## src/rtl/hh_pkg.sv

```systemverilog
`default_nettype none
// ============================================================================
// Module      : hh_pkg
// Description : Shared types and default constants for the membrane potential
//               datapath and the ionic current blocks that consume V.
// Revision    : 1.0 - initial release
// ============================================================================
package hh_pkg;

    // Integration step sequencer states
    typedef enum logic [1:0] {
        IDLE  = 2'd0,
        SUM   = 2'd1,
        MUL   = 2'd2,
        WRITE = 2'd3
    } state_t;

    // Potentials and currents are signed 16-bit, potentials in mV*10
    typedef logic signed [15:0] pot_t;
    typedef logic signed [15:0] cur_t;

    // Default resting, threshold and post-spike potentials (mV*10)
    localparam pot_t C_V_INIT  = pot_t'(-650);
    localparam pot_t C_V_TH    = pot_t'(0);
    localparam pot_t C_V_RESET = pot_t'(-700);

endpackage
`default_nettype wire

```

## src/rtl/membrane_update_if.sv

```systemverilog
`default_nettype none
// ============================================================================
// Module      : membrane_update_if
// Description : Step request, operand and result bundle of membrane_update.
//               The master side issues steps; the slave side is the block.
// Revision    : 1.0 - initial release
// ============================================================================
interface membrane_update_if;
    import hh_pkg::*;

    logic        start;
    cur_t        dt;
    cur_t        I_ext;
    cur_t        I_NA;
    cur_t        I_K;
    cur_t        I_L;
    pot_t        V;
    logic        busy;
    logic        done;
    logic        spike;
    logic [15:0] spike_count;

    modport master (
        output start, dt, I_ext, I_NA, I_K, I_L,
        input  V, busy, done, spike, spike_count
    );

    modport slave (
        input  start, dt, I_ext, I_NA, I_K, I_L,
        output V, busy, done, spike, spike_count
    );

endinterface
`default_nettype wire

```

## src/rtl/sat_s36_to_s16.sv

```systemverilog
`default_nettype none
// ============================================================================
// Module      : sat_s36_to_s16
// Description : Clamps a signed 36-bit value into the signed 16-bit range
//               [-32768, 32767]. Purely combinational.
// Revision    : 1.0 - initial release
// ============================================================================
module sat_s36_to_s16 (
    input  wire logic signed [35:0] in_i,
    output logic signed [15:0]      out_o
);

    // In range exactly when bits 35..15 are all copies of the sign bit
    always_comb begin
        out_o = in_i[15:0];
        if (in_i[35:15] != {21{in_i[35]}}) begin
            out_o = in_i[35] ? 16'sh8000 : 16'sh7FFF;
        end
    end

endmodule
`default_nettype wire

```

## src/rtl/membrane_update.sv

```systemverilog
`default_nettype none
// ============================================================================
// Module      : membrane_update
// Description : Forward-Euler membrane potential integrator.
//               V += (dt * (I_ext - I_NA - I_K - I_L)) >>> C_SHIFT,
//               saturated to 16 bits, with upward threshold spike detection
//               and a wrapping spike counter. Four-cycle step.
//               Optional feature macro: MEMBRANE_SPIKE_RESET_EN
//               (when defined, a spiking step writes V_RESET to V).
// Revision    : 1.0 - initial release
// ============================================================================
module membrane_update
    import hh_pkg::*;
#(
    parameter pot_t V_INIT  = C_V_INIT,
    parameter int   C_SHIFT = 4,
    parameter pot_t V_TH    = C_V_TH,
    parameter pot_t V_RESET = C_V_RESET
) (
    input  wire logic          clk,
    input  wire logic          rst,
    membrane_update_if.slave   bus
);

    state_t             state_q, state_d;
    cur_t               dt_q, iext_q, ina_q, ik_q, il_q;
    logic signed [17:0] net_q;
    logic signed [33:0] delta_q;
    pot_t               V_q;
    logic               done_q;
    logic               spike_q;
    logic [15:0]        count_q;

    logic signed [17:0] w_net;
    logic signed [33:0] w_prod;
    logic signed [33:0] w_delta;
    logic signed [35:0] w_sum;
    pot_t               w_v_sat;
    pot_t               w_v_next;
    logic               w_spike;

    // Sign-extend every current to 18 bits; three 16-bit subtractions cannot overflow
    assign w_net = $signed({{2{iext_q[15]}}, iext_q}) - $signed({{2{ina_q[15]}}, ina_q})
                 - $signed({{2{ik_q[15]}}, ik_q}) - $signed({{2{il_q[15]}}, il_q});

    // 16x18 signed product always fits in 34 bits; >>> floors toward -inf
    assign w_prod  = $signed({{18{dt_q[15]}}, dt_q}) * $signed({{16{net_q[17]}}, net_q});
    assign w_delta = w_prod >>> C_SHIFT;

    assign w_sum = $signed({{20{V_q[15]}}, V_q}) + $signed({{2{delta_q[33]}}, delta_q});

    sat_s36_to_s16 u_sat (
        .in_i  (w_sum),
        .out_o (w_v_sat)
    );

    // Spike only on an upward crossing judged against the saturated result
    assign w_spike = (V_q < V_TH) && (w_v_sat >= V_TH);

`ifdef MEMBRANE_SPIKE_RESET_EN
    assign w_v_next = w_spike ? V_RESET : w_v_sat;
`else
    assign w_v_next = w_v_sat;
    logic w_unused_vreset;
    assign w_unused_vreset = ^V_RESET;
`endif

    // Step sequencer state register
    always_ff @(posedge clk or negedge rst) begin
        if (!rst) begin
            state_q <= IDLE;
        end else begin
            state_q <= state_d;
        end
    end

    // Step sequencer next state: only IDLE waits, and only for start
    always_comb begin
        state_d = state_q;
        case (state_q)
            IDLE:    if (bus.start) state_d = SUM;
            SUM:     state_d = MUL;
            MUL:     state_d = WRITE;
            WRITE:   state_d = IDLE;
            default: state_d = IDLE;
        endcase
    end

    // Datapath: capture operands, then one pipeline stage per state
    always_ff @(posedge clk or negedge rst) begin
        if (!rst) begin
            dt_q    <= '0;
            iext_q  <= '0;
            ina_q   <= '0;
            ik_q    <= '0;
            il_q    <= '0;
            net_q   <= '0;
            delta_q <= '0;
            V_q     <= V_INIT;
            done_q  <= 1'b0;
            spike_q <= 1'b0;
            count_q <= '0;
        end else begin
            done_q  <= 1'b0;
            spike_q <= 1'b0;
            case (state_q)
                IDLE: begin
                    if (bus.start) begin
                        dt_q   <= bus.dt;
                        iext_q <= bus.I_ext;
                        ina_q  <= bus.I_NA;
                        ik_q   <= bus.I_K;
                        il_q   <= bus.I_L;
                    end
                end
                SUM:   net_q   <= w_net;
                MUL:   delta_q <= w_delta;
                WRITE: begin
                    V_q     <= w_v_next;
                    done_q  <= 1'b1;
                    spike_q <= w_spike;
                    if (w_spike) begin
                        count_q <= count_q + 16'd1;
                    end
                end
                default: ;
            endcase
        end
    end

    assign bus.V           = V_q;
    assign bus.busy        = (state_q != IDLE);
    assign bus.done        = done_q;
    assign bus.spike       = spike_q;
    assign bus.spike_count = count_q;

endmodule
`default_nettype wire

```

## src/flat_wrapper.sv

```systemverilog
// flat-port wrapper written by rule: the top's interface ports become plain ports
module membrane_update_flat import hh_pkg::*;
#(
    parameter pot_t V_INIT  = C_V_INIT,
    parameter int   C_SHIFT = 4,
    parameter pot_t V_TH    = C_V_TH,
    parameter pot_t V_RESET = C_V_RESET
)
  (clk, rst, bus_start, bus_dt, bus_I_ext, bus_I_NA, bus_I_K, bus_I_L, bus_V, bus_busy, bus_done, bus_spike, bus_spike_count);
  membrane_update_if bus_i ();
  input  wire logic clk;
  input  wire logic rst;
  input wire logic [$bits(bus_i.start)-1:0] bus_start;
  input wire logic [$bits(bus_i.dt)-1:0] bus_dt;
  input wire logic [$bits(bus_i.I_ext)-1:0] bus_I_ext;
  input wire logic [$bits(bus_i.I_NA)-1:0] bus_I_NA;
  input wire logic [$bits(bus_i.I_K)-1:0] bus_I_K;
  input wire logic [$bits(bus_i.I_L)-1:0] bus_I_L;
  output wire logic [$bits(bus_i.V)-1:0] bus_V;
  output wire logic [$bits(bus_i.busy)-1:0] bus_busy;
  output wire logic [$bits(bus_i.done)-1:0] bus_done;
  output wire logic [$bits(bus_i.spike)-1:0] bus_spike;
  output wire logic [$bits(bus_i.spike_count)-1:0] bus_spike_count;
  assign bus_i.start = bus_start;
  assign bus_i.dt = bus_dt;
  assign bus_i.I_ext = bus_I_ext;
  assign bus_i.I_NA = bus_I_NA;
  assign bus_i.I_K = bus_I_K;
  assign bus_i.I_L = bus_I_L;
  assign bus_V = bus_i.V;
  assign bus_busy = bus_i.busy;
  assign bus_done = bus_i.done;
  assign bus_spike = bus_i.spike;
  assign bus_spike_count = bus_i.spike_count;
  membrane_update #(.V_INIT(V_INIT), .C_SHIFT(C_SHIFT), .V_TH(V_TH), .V_RESET(V_RESET)) u_core (.clk(clk), .rst(rst), .bus(bus_i));
endmodule
```

## config.mk

```make
export PLATFORM = sky130hd
export DESIGN_NAME = membrane_update_flat
export DESIGN_NICKNAME = d
export VERILOG_FILES = /design/src/rtl/hh_pkg.sv /design/src/rtl/membrane_update_if.sv /design/src/rtl/sat_s36_to_s16.sv /design/src/rtl/membrane_update.sv /design/src/flat_wrapper.sv
export SDC_FILE = /design/constraint.sdc
export NUM_CORES = 1
export LEC_CHECK = 0
export CORE_MARGIN = 5
export CORE_UTILIZATION = 45
export CTS_CLUSTER_DIAMETER = 30
export CTS_CLUSTER_SIZE = 8
export DETAILED_ROUTE_END_ITERATION = 10
export HOLD_SLACK_MARGIN = 0.02
export PLACE_DENSITY_LB_ADDON = 0.12
export SETUP_SLACK_MARGIN = 0.02
export SLEW_MARGIN = 20
export SYNTH_ARGS = -nofsm -noshare
export SYNTH_HDL_FRONTEND = slang
export SYNTH_SLANG_ARGS = --single-unit
```

## constraint.sdc

```tcl
create_clock -name clk -period 8.55 [get_ports clk]
set_input_delay 2.1375 -clock clk [delete_from_list [all_inputs] [get_ports clk]]
set_output_delay 2.1375 -clock clk [all_outputs]
set_load 0.05 [all_outputs]
```

==> metrics.md, run 1 <==
| Metric | Value |
|---|---|
| Result of the run | `completed` |
| Height of the chip | `224 um` |
| Area enclosed by the die boundary | `50000 um2` |
| CTS tree | `yes` |
| Clock latency of the later-clocked register in the worst-skew pair | `0.49 ns` |
| Number of distinct library cells after synthesis | `83` |
| Unrepaired setup endpoints after global routing | `false` |
| Final setup fails | `0` |
| Sequential standard cell area | `4120 um2` |
| Final core utilization | `0.504` |
| Leading register cell type out of synthesis | `dfrtp_1` |
| Post-synth EDFFs | `0` |
| Most frequent cells in the layout | `inv_1, fa_1, nand2_1, dfrtp_1, ha_1` |
| Resized cells post-CTS | `0` |
| Crit path time final | `6.96 ns` |
| Sequential cell area fraction in the yosys report | `0.201` |
| Worst-case headroom to the max-slew limit | `0.339` |
| Wire length reported by the detailed router | `46300 um` |
| Detailed-routing iteration count for the pre-antenna-repair pass | `6` |
| Via count normalized by instance count | `5.16` |
| Yosys synthesis warning count | `0` |
| Kind of start point of the critical path | `flip-flop` |
| Floorplan row count | `78` |
| Number of filler instances in the final layout | `4236` |
| Achievable frequency | `144 MHz` |
| Maximum number of pins on one net before global-route repair | `120` |
| Placer's final routability congestion estimate | `0.880` |
| Layout Area Growth over Synthesis | `11.2%` |
| Number of port buffers | `117` |
| Register bit count reported by yosys | `164` |
| RR Endpoint | `u_core.delta_q[27]` |
| Global-route wire length before repair | `77300 um` |
| Final max-slew violation count | `0` |
| Total number of H-tree levels | `4` |
| Slew of the pin with the lowest slew margin | `0.992 ns` |
| Via count of the routed design | `14100` |
| Final total negative setup slack | `0 ns` |
| CP required | `8.92 ns` |
| Summed instance area of the synthesized netlist | `20500 um2` |
| Hold crit path type | `reg2reg` |
| TritonCTS Sinks | `164` |
| Fraction of registers with async set or reset after synthesis | `1.00` |
| Number of antenna violations at the first check in global routing | `0` |
| Post-route clock skew | `0.0125 ns` |
| Detailed router's first-iteration violation count | `836` |
| Crit share post-route | `0.814` |
| Per-instance average area after synthesis | `10.0 um2` |
| Type of the worst setup path | `reg2reg` |
| Avg WL per Cell | `17.0 um` |
| Maximum fanout along the worst path | `19` |
| Share of final-layout standard cells stronger than drive strength 1 | `0.0927` |
| Total global routing track utilization | `0.192` |
| Hold wc startpoint | `u_core.bus.spike_count[15]` |
| Clock Tree Buf Depth | `2` |
| GRT Residual Overflow | `0` |
| Max-cap violations | `0` |
| Post-Synthesis Net Count | `2589` |
| Number of ports placed on the die boundary | `118` |
| Final number of hold-violating endpoints | `0` |
| End of the worst hold path | `u_core.bus.spike_count[15]` |
| Most frequent standard cell in the layout excluding fill and tap cells | `inv_1` |
| Cell count after synthesis | `2045` |
| Cell depth of the worst min-delay path | `1` |
| Number of buffers created by CTS | `17` |
| Worst flop-to-flop path startpoint | `u_core.dt_q[1]` |
| Number of design rule violations left after detail routing | `0` |
| Number of global-route vias before repair | `14700` |
| CP Data Arrival Time | `7.33 ns` |
| HPWL after DPL | `38000 um` |
| Initial cell density of the core | `0.453` |
| Depth of the most critical reg-to-reg path | `22` |
| Die extent in x | `224 um` |
| Cts-stage hold buffer count | `0` |
| Residual antenna-violating net count after detailed routing | `0` |
| Number of buffers inserted by post-CTS setup repair | `0` |
| Diodes inserted | `0` |
| Combined area of the multi-input logic cells | `14700 um2` |
| Clock transition at path regs | `0.07 ns` |
| Clock root cell | `clkbuf_16` |
| Area of the core region | `45300 um2` |
| Layout Nets | `2656` |
| Reg-to-reg slack, setup | `1.59 ns` |
| Crit. End Element | `flip-flop` |
state kept, by name, indices dropped and copies added (netlist names), 2 cells and up:
register	cells
u_core.il_q	16
u_core.state_q	2
u_core.ik_q	16
u_core.bus.spike_count	16
u_core.iext_q	16
u_core.net_q	18
u_core.bus.V	16
u_core.delta_q	30
u_core.ina_q	16
u_core.dt_q	16
worst max-delay path, cell delays in order, from the launching register on:
cell and delay (ns):
dfrtp_1 0.74, nand2_1 0.17, fa_1 0.54, fa_1 0.54, inv_1 0.06, fa_1 0.49, fa_1 0.51, fa_1 0.49
inv_1 0.05, fa_1 0.47, inv_1 0.04, ha_1 0.36, a21o_1 0.20, a21o_1 0.17, a21oi_1 0.19, o22ai_1 0.15
o21ai_1 0.24, a21oi_1 0.21, a311o_1 0.45, a31o_2 0.24, a21oi_1 0.17, xnor2_1 0.08, mux2_2 0.26
metal layers:
metal / vias up / global-route usage / routed length, um
met1: 7073 / 0.273 / 21800
met5: - / 0 / 0
met3: 54 / 0.0361 / 1890
li1: 6660 / - / -
met2: 263 / 0.304 / 21600
met4: 0 / 0.0545 / 935
final cells by class:
class / instances / area share
multi-input cells: 1427 / 0.643
repair buffers: 122 / 0.0536
well taps: 600 / 0.0329
clock inverters: 15 / 0.00834
flip-flops and latches: 164 / 0.181
inverters: 380 / 0.0625
clock buffers: 17 / 0.0186
logic make-up after synthesis:
group	count (synthesis)	share of synthesized area
adder cells (fa/ha/maj)	461	0.400
flip-flops	164	0.201
AND/OR/NAND/NOR	514	0.128
buffers and inverters	454	0.0842
multiplexers	116	0.0635
XOR/XNOR	76	0.0324
AO/OA/AOI/OAI	260	0.0911
per-stage QoR:
step | cell area, um2 | setup slack [ns] | hold WS, ns | cells
2_1_floorplan | 20500 | 2.12 | 0.450 | 2045
3_3_place_gp | 22200 | 1.67 | 0.462 | 2693
3_5_place_dp | 22200 | 1.57 | 0.464 | 2693
4_1_cts | 22800 | 1.57 | 0.478 | 2725
5_1_grt | 22800 | 1.09 | 0.495 | 2725
6_report | 22800 | 1.59 | 0.481 | 2725
how the worst max path moves through the flow:
stage                      from                 end  slack (ns)  cells after the start
2_1_floorplan    u_core.dt_q[1]  u_core.delta_q[27]        2.12                     24
3_3_place_gp     u_core.dt_q[1]  u_core.delta_q[27]        1.67                     22
3_5_place_dp   u_core.net_q[10]  u_core.delta_q[27]        1.57                     22
4_1_cts        u_core.net_q[10]  u_core.delta_q[27]        1.57                     22
5_1_grt        u_core.net_q[13]  u_core.delta_q[19]        1.09                     22
6_report         u_core.dt_q[1]  u_core.delta_q[27]        1.59                     22
Yosys cell counts (all sizes together), types with 9 or more instances:
master | n | share of area
inv | 380 | 0.070
fa | 324 | 0.32
nand2 | 181 | 0.033
dfrtp | 152 | 0.19
and2 | 137 | 0.042
ha | 137 | 0.084
mux2 | 113 | 0.062
a21oi | 76 | 0.020
nor2 | 65 | 0.012
xnor2 | 60 | 0.026
clkbuf | 57 | 0.010
o21ai | 35 | 0.0087
a21o | 28 | 0.010
nand3 | 26 | 0.0066
and3 | 20 | 0.0061
nand2b | 18 | 0.0055
buf | 17 | 0.0042
nor3 | 17 | 0.0057
xor2 | 16 | 0.0068
a211oi | 14 | 0.0059
o21a | 13 | 0.0048
a211o | 12 | 0.0051
dfstp | 12 | 0.015
nor2b | 11 | 0.0034
o211ai | 10 | 0.0039
a31oi | 9 | 0.0027
nand4 | 9 | 0.0027
Power of run 1 is not shown: default switching activity piles up to over one toggle a cycle in this logic, so the estimate is an artifact.
==> run 2, diff against run 1 <==
==> constraint.sdc (replaced) <==
create_clock -name clk -period 6.9 [get_ports clk]
set_input_delay 1.725 -clock clk [delete_from_list [all_inputs] [get_ports clk]]
set_output_delay 1.725 -clock clk [all_outputs]
set_load 0.05 [all_outputs]
==> run 2 against run 1 <==
  * Clock skew grew 0.00093 ns
  * Non-clock buffer count grew 40
  * Core utilization grew 0.67 points
  * Sequential cell count is the same
  * Critical path type unchanged
==> metrics.md, run 2 (synthesized netlist as in run 1, its figures left out) <==
| Metric | Value |
|---|---|
| Residual antenna-violating net count after detailed routing | `0` |
| CTS tree | `yes` |
| Maximum fanout along the worst path | `11` |
| RR Endpoint | `u_core.delta_q[27]` |
| Clock root cell | `clkbuf_16` |
| Layout Nets | `2696` |
| Crit share post-route | `0.953` |
| Wire length reported by the detailed router | `45600 um` |
| GRT Residual Overflow | `0` |
| Number of ports placed on the die boundary | `118` |
| Kind of start point of the critical path | `flip-flop` |
| Global-route wire length before repair | `77100 um` |
| Total number of H-tree levels | `4` |
| CP most frequent cell | `fa_1` |
| Largest Register | `u_core.delta_q` |
| Share of final-layout standard cells stronger than drive strength 1 | `0.116` |
| Via count of the routed design | `14100` |
| Clock transition at path regs | `0.07 ns` |
| Largest register FFs | `30` |
| Floorplan row count | `78` |
| Initial cell density of the core | `0.453` |
| Detailed router's first-iteration violation count | `657` |
| Final max-slew violation count | `0` |
| Critical path buffers and inverters | `5` |
| Layout Area Growth over Synthesis | `12.7%` |
| First element of the critical path | `u_core.net_q[8]` |
| Most frequent cells in the layout | `inv_1, fa_1, nand2_1, dfrtp_1` |
| Cell class contributing the biggest share of worst-path delay | `adder cells` |
| Height of the chip | `224 um` |
| Timing endpoint of the critical path | `u_core.delta_q[27]` |
| Number of buffers created by CTS | `17` |
| Max-cap violations | `0` |
| Slack of the critical path | `0.324 ns` |
| Crit path time final | `6.58 ns` |
| Area of the core region | `45300 um2` |
| Number of design rule violations left after detail routing | `0` |
| Cells after DPL | `2731` |
| Crit-path slowest cell | `fa_1` |
| Number of global-route vias before repair | `15000` |
| Cell chain of the critical path | `buf_4 > and2_1 > fa_1 > inv_1 > fa_1 > fa_1 > inv_1 > fa_1 > fa_1 > inv_1 > fa_1 > inv_1 > ha_1 > nand3_1 > nor2_1 > o211ai_1 > o22ai_1 > o21ai_2 > a21oi_2 > a311o_1 > a31o_2 > a21oi_1 > xnor2_1 > mux2_2` |
| Worst flop-to-flop path startpoint | `u_core.net_q[8]` |
| Biggest regs | `u_core.delta_q (30), u_core.net_q (18)` |
| CP Data Arrival Time | `6.93 ns` |
| Avg WL per Cell | `16.5 um` |
| Clock Tree Buf Depth | `2` |
| Maximum number of pins on one net before global-route repair | `70` |
| Achievable frequency | `152 MHz` |
| Number of filler instances in the final layout | `4229` |
| Clock latency of the later-clocked register in the worst-skew pair | `0.47 ns` |
| Number of antenna violations at the first check in global routing | `1` |
| Most frequent standard cell in the layout excluding fill and tap cells | `inv_1` |
| Setup slack at placement | `0.0908 ns` |
| Unrepaired setup endpoints after global routing | `false` |
| Worst-case headroom to the max-slew limit | `0.404` |
| Detailed-routing iteration count for the pre-antenna-repair pass | `5` |
| Max incr delay on CP | `0.53 ns` |
| Die extent in x | `224 um` |
| Final setup fails | `0` |
| CP required | `7.26 ns` |
| Count of non-filler cells in the finished layout | `2764` |
| Final number of hold-violating endpoints | `0` |
| Placer's final routability congestion estimate | `0.844` |
| Number of port buffers | `117` |
| Via count normalized by instance count | `5.10` |
| TritonCTS Sinks | `164` |
| Crit. End Element | `flip-flop` |
| Slew of the pin with the lowest slew margin | `0.895 ns` |
| Post-route clock skew | `0.0134 ns` |
| Result of the run | `completed` |
| Reg-to-reg slack, setup | `0.32 ns` |
| Area enclosed by the die boundary | `50000 um2` |
| Cell count along the critical path | `24` |
| HPWL after DPL | `38500 um` |
| Type of the worst setup path | `reg2reg` |
| Final total negative setup slack | `0 ns` |
| Hold crit path type | `reg2reg` |
| Final core utilization | `0.510` |
| Depth of the most critical reg-to-reg path | `24` |
| Total global routing track utilization | `0.190` |
run 2: cell count changes in the layout (fill, tap and decap cells not counted), moves of 2 or more:
cell / delta
buf_4: +41
dfrtp_1: -12
dfrtp_2: +11
clkinv_8: -5
bufinv_16: +2
inv_6: -2
run 2: how the worst min path moves through the flow:
stage	start	end	slack (ns)	cells after the start
floorplan	u_core.delta_q[24]	u_core.delta_q[24]	0.45	2
global placement	u_core.bus.spike_count[15]	u_core.bus.spike_count[15]	0.46	1
detailed placement	u_core.bus.spike_count[15]	u_core.bus.spike_count[15]	0.47	1
CTS	u_core.bus.spike_count[15]	u_core.bus.spike_count[15]	0.48	1
global route	u_core.bus.spike_count[15]	u_core.bus.spike_count[15]	0.49	1
finish	u_core.bus.spike_count[15]	u_core.bus.spike_count[15]	0.47	1
run 2: per-layer routing:
metal / vias up / global-route usage / share of wire
li1: 6727 / - / -
met1: 7078 / 0.271 / 0.48
met2: 251 / 0.303 / 0.46
met3: 38 / 0.0353 / 0.043
met4: 2 / 0.0457 / 0.016
met5: - / 0 / 0.00015
run 2: what timing repair did:
item / in CTS / in global routing
resized for setup: 0 / 18
setup buffers: 0 / 2
endpoints found under the hold margin: 0 / 0
setup endpoints to repair: 0 / 6
hold buffers: 0 / 0
run 2: cell type report:
| class | count | area [um2] | area share |
|---|---|---|---|
| multi-input cells | 1427 | 14700 | 0.635 |
| flip-flops and latches | 164 | 4140 | 0.179 |
| repair buffers | 162 | 1510 | 0.0653 |
| inverters | 380 | 1430 | 0.0617 |
| well taps | 600 | 751 | 0.0325 |
| clock buffers | 17 | 425 | 0.0184 |
| clock inverters | 13 | 175 | 0.00758 |
| diodes | 1 | 2.50 | 0.000108 |
run 2: per-stage QoR:
step | area (um2) | hold slack [ns]
final | 23100 | 0.474
after global routing | 23100 | 0.488
after CTS | 23100 | 0.480
after detailed placement | 22500 | 0.468
after global placement | 22500 | 0.459
after floorplan | 20500 | 0.450
Power of run 2 is left out for the same reason.
